### src/rtl/pipe_skid_reg.sv
// pipe_skid_reg: two-entry skid buffer with registered ready, flush and transfer counter
module pipe_skid_reg #(
  parameter int WIDTH   = 16,
  parameter int NFIELDS = 7,
  parameter int DEST_W  = 3,
  parameter int CNT_W   = 16,
  parameter int PW      = NFIELDS * WIDTH
) (
  input  logic              clk,
  input  logic              reset_n,
  input  logic              flush,
  input  logic              in_valid,
  output logic              in_ready,
  input  logic [PW-1:0]     in_data,
  input  logic [DEST_W-1:0] in_dest,
  output logic              out_valid,
  input  logic              out_ready,
  output logic [PW-1:0]     out_data,
  output logic [DEST_W-1:0] out_dest,
  output logic [1:0]        occupancy,
  output logic [CNT_W-1:0]  xfer_count
);
  logic [PW-1:0]     r_main_data, r_skid_data;
  logic [DEST_W-1:0] r_main_dest, r_skid_dest;
  logic              r_main_v, r_skid_v;
  logic [CNT_W-1:0]  r_cnt;
  logic              w_in_hs, w_out_hs;
  // ready depends only on registered skid state, never on out_ready
  assign in_ready   = ~r_skid_v & reset_n;
  assign w_in_hs    = in_valid & in_ready;
  assign w_out_hs   = r_main_v & out_ready;
  assign out_valid  = r_main_v;
  assign out_data   = r_main_data;
  assign out_dest   = r_main_dest;
  assign occupancy  = {1'b0, r_main_v} + {1'b0, r_skid_v};
  assign xfer_count = r_cnt;
  always_ff @(posedge clk) begin
    if (!reset_n) begin
      r_main_data <= '0;
      r_main_dest <= '0;
      r_skid_data <= '0;
      r_skid_dest <= '0;
      r_main_v    <= 1'b0;
      r_skid_v    <= 1'b0;
      r_cnt       <= '0;
    end else begin
      if (w_out_hs) r_cnt <= r_cnt + 1'b1;
      if (flush) begin
        r_main_v <= 1'b0;
        r_skid_v <= 1'b0;
      end else if (r_skid_v) begin
        if (w_out_hs) begin
          r_main_data <= r_skid_data;
          r_main_dest <= r_skid_dest;
          r_skid_v    <= 1'b0;
        end
      end else if (w_in_hs && (!r_main_v || w_out_hs)) begin
        r_main_data <= in_data;
        r_main_dest <= in_dest;
        r_main_v    <= 1'b1;
      end else if (w_in_hs) begin
        r_skid_data <= in_data;
        r_skid_dest <= in_dest;
        r_skid_v    <= 1'b1;
      end else if (w_out_hs) begin
        r_main_v <= 1'b0;
      end
    end
  end
endmodule

### config.mk
export PLATFORM = sky130hd
export DESIGN_NAME = pipe_skid_reg
export DESIGN_NICKNAME = d
export VERILOG_FILES = /design/src/rtl/pipe_skid_reg.sv
export SDC_FILE = /design/constraint.sdc
export NUM_CORES = 1
export LEC_CHECK = 0
export ABC_CLOCK_PERIOD_IN_PS = 2300
export CAP_MARGIN = 5
export CORE_MARGIN = 10
export CORE_UTILIZATION = 30
export CTS_BUF_LIST = sky130_fd_sc_hd__clkbuf_4
export CTS_CLUSTER_DIAMETER = 200
export CTS_CLUSTER_SIZE = 25
export DETAILED_ROUTE_END_ITERATION = 16
export GPL_ROUTABILITY_DRIVEN = 0
export SYNTH_ARGS = -nofsm -noshare
export SYNTH_HDL_FRONTEND = slang
export SYNTH_SLANG_ARGS = --single-unit
### constraint.sdc
create_clock -name clk -period 2.3 [get_ports clk]
set_clock_uncertainty 0.15 [all_clocks]
set_input_delay 0.46 -clock clk [delete_from_list [all_inputs] [get_ports clk]]
set_output_delay 0.46 -clock clk [all_outputs]
set_load 0.01 [all_outputs]
==> results.yml <==
status:
  status: "finished clean"
critical_path:
  crit_required_ps: 1690
  cp_max_fo: 2
  crit_path_top_delay_cell: "clkdlybuf4s50_1"
  reg2reg_slack_ps: 150
  max_stage_delay_ps: 550
  path_class: "reg -> out"
  start_kind: "register"
  cp_cell_sequence: "clkdlybuf4s50_1"
  path_buf_inv: 1
  crit_family: "buffers and inverters"
  worstPathArrival_ps: 1590
  worst_r2r_endpoint: "out_data[83]"
  endpoint_kind: "output pin"
  r2r_start: "r_skid_v"
  ff2ff_path_depth: 8
routing:
  num_vias: 8349
  drc: 0
  wl_per_cell_um: 16.10
  drt-vias-per-instance: 4.664
  wl_um: 28820
  antenna_left: 0
  drt_iter0_drc: 390
  dr.pass1.iters: 5
sta:
  slew_viol_final: 0
  hold_viol: 0
  max_freq_mhz: 454.3
  fin_crit_sh: 0.9571
  rsz0062_at_grt: "yes"
  slew_headroom: 0.4740
  setup_violations: 0
  tightest_slew_ps: 789.1
  hold-worst-slack_ps: 168.4
  fin_crit_ps: 2201
layout:
  syn_to_final_growth_pct: 36.43
  drive_gt1_frac: 0.1241
  multi_input_comb_area_mm2: 0.004392
  stdcell_count: 1790
  fillers: 3265
  nets: 1468
  seqCellArea_mm2: 0.005085
global_routing:
  grt_pass1_wl_um: 44880
  globalRouteTotalUtil: 0.1344
  grt_overflow: 0
  antenna_found_initial: 2
  grt_max_degree: 152
  first_global_vias: 7790
logic_synthesis:
  synth_top_area_frac: 0.5079
  postSynthAreaPerCell_um2: 8.806
  yosys.area.top_type: "dfxtp_1"
  synth_edf_count: 0
  ys_top_cells_by_area: "dfxtp_1, mux2i_1, nand2_1, a211oi_1, a21oi_1"
  synth_ff_type: "dfxtp_1"
  netlist_area_mm2: 0.009774
  syn_inst: 1110
  synth_most_common_cell: "dfxtp_1"
  syn_nets: 1232
  synthTopCellsByCount: "dfxtp_1, nand2_1, nor2_1"
  ys_async_sr_fraction: 0
  ys_seq_area_frac: 0.5079
  ys_warn_count: 0
  ys_ff_latch: 248
  synth.distinct_cells: 34
pwr:
  p_sw_frac: 0.2561
  ir_worst_vdd_mv: 0.4306
  intPower_w: 0.005263
  power_switching_w: 0.001812
  seq_power_share: 0.638
  leakagePower_nw: 4.917
  powerDensity_mw_per_mm2: 530.5
  pwr-share-clk: 0.222
  pwr-share-comb: 0.140
min_path:
  hold_path_depth: 3
  holdPathEnd: "r_skid_data[68]"
  holdCritStartpoint: "in_data[68]"
  hold_path_class: "in -> reg"
clocking:
  cts-buffers-inserted: 13
  clk_pin_slew_worst_paths_ps: 270
  clock_sinks: 248
  cts_tree: "built"
  cts-root-buf: "clkbuf_4"
  clk_path_buf_depth: 3
  htree_levels: 1
  clk_latency_ps: 660
floorplanning:
  std_cell_rows: 66
  die_h_um: 200.5
  start_util: 0.3019
  dieArea_mm2: 0.04020
  core_area_mm2: 0.03237
  die-width_um: 200.5
  ioPinCount: 255
job:
  drv_cap: 0
place:
  dp_hpwl_um: 19760
  dpl.cell_count: 1760
  io_buffers: 254
==> final cells by class <==
| class | count | share of cell area |
|---|---|---|
| Tap cell | 442 | 0.04147 |
| Sequential cell | 248 | 0.3813 |
| Antenna cell | 2 | 0.0003753 |
| Multi-Input combinational cell | 767 | 0.3293 |
| Timing Repair Buffer | 314 | 0.2384 |
| Clock buffer | 14 | 0.007881 |
| Clock inverter | 1 | 0.0002815 |
| Inverter | 2 | 0.0009383 |
==> flip-flops by register name, summed over array words and instances (netlist names) <==
signal / flops
out_data: 112
out_dest: 3
out_valid: 1
r_skid_data: 112
r_skid_dest: 3
r_skid_v: 1
xfer_count: 16
==> layer usage <==
layer / wire length [µm] / global-route usage
met2: 13010 / 0.2134
met5: 13 / 0
met3: 2078 / 0.04502
met4: 655 / 0.03679
met1: 13060 / 0.1705
==> worst max-delay path by stage <==
| stage | slack (ps) | depth (start not counted) | end | startpoint |
|---|---|---|---|---|
| finish | 100 | 1 | out_dest[2] | out_dest[2] |
| global route | -30 | 8 | out_data[80] | r_skid_v |
| CTS | 0.3 | 1 | out_data[13] | out_data[13] |
| detailed placement | -210 | 7 | out_data[83] | reset_n |
| global placement | -180 | 9 | r_skid_data[51] | reset_n |
| floorplan | 290 | 7 | r_skid_data[102] | out_ready |
==> placed cells by master, fill, tap and decap left out, types with 5 or more instances in the layout <==
| master | count |
|---|---|
| nand4_1 | 6 |
| buf_4 | 44 |
| dfxtp_1 | 162 |
| dfxtp_2 | 81 |
| nor2_1 | 126 |
| mux2i_1 | 115 |
| buf_12 | 16 |
| nand3_1 | 7 |
| clkdlybuf4s50_1 | 168 |
| dfxtp_4 | 5 |
| a21oi_1 | 123 |
| nand2_1 | 238 |
| dlymetal6s2s_1 | 27 |
| a211oi_1 | 115 |
| clkbuf_4 | 14 |
| dlygate4sd2_1 | 57 |
| xor2_1 | 9 |
==> kinds of logic (layout without fill, tap and decap cells) <==
family / Yosys count / in the layout / share of synthesized area
multiplexers: 115 / 115 / 0.1178
AO/OA/AOI/OAI: 246 / 246 / 0.1586
other: 0 / 2 / 0
adder cells (fa/ha/maj): 2 / 2 / 0.002560
AND/OR/NAND/NOR: 394 / 394 / 0.1601
XOR/XNOR: 10 / 10 / 0.008961
flip-flops: 248 / 248 / 0.5079
buffers and inverters: 95 / 331 / 0.04403
==> power groups by stage <==
stage                     Combinational, W  Clock, W  Sequential [W]
after global placement             0.00101         0         0.00459
after CTS                          0.00100   0.00170         0.00451
after floorplan                   0.000366         0         0.00463
after detailed placement           0.00102         0         0.00459
final                             0.000991   0.00157         0.00451
after global routing               0.00108   0.00182         0.00453
==> through the flow <==
stage	cell area (µm²)	setup WS (ps)	TNS (ps)	total power, W	util
floorplan	9774	292.6	0	0.004998	-
global placement	13020	-181.7	-30710	0.005602	0.4023
detailed placement	13020	-205.5	-33650	0.005612	0.4023
CTS	13170	0.2873	0	0.007209	0.4067
global route	13330	-30.70	-114.9	0.007434	0.4119
finish	13340	98.58	0	0.007075	0.4120
==> what timing repair did <==
item / 4_1_cts / 5_1_grt
resized for setup: 118 / 63
endpoints found under the hold margin: 0 / 0
setup endpoints to repair: 85 / 67
hold buffers: 0 / 0
setup buffers: 6 / 7
(Power assumes the default switching activity.)
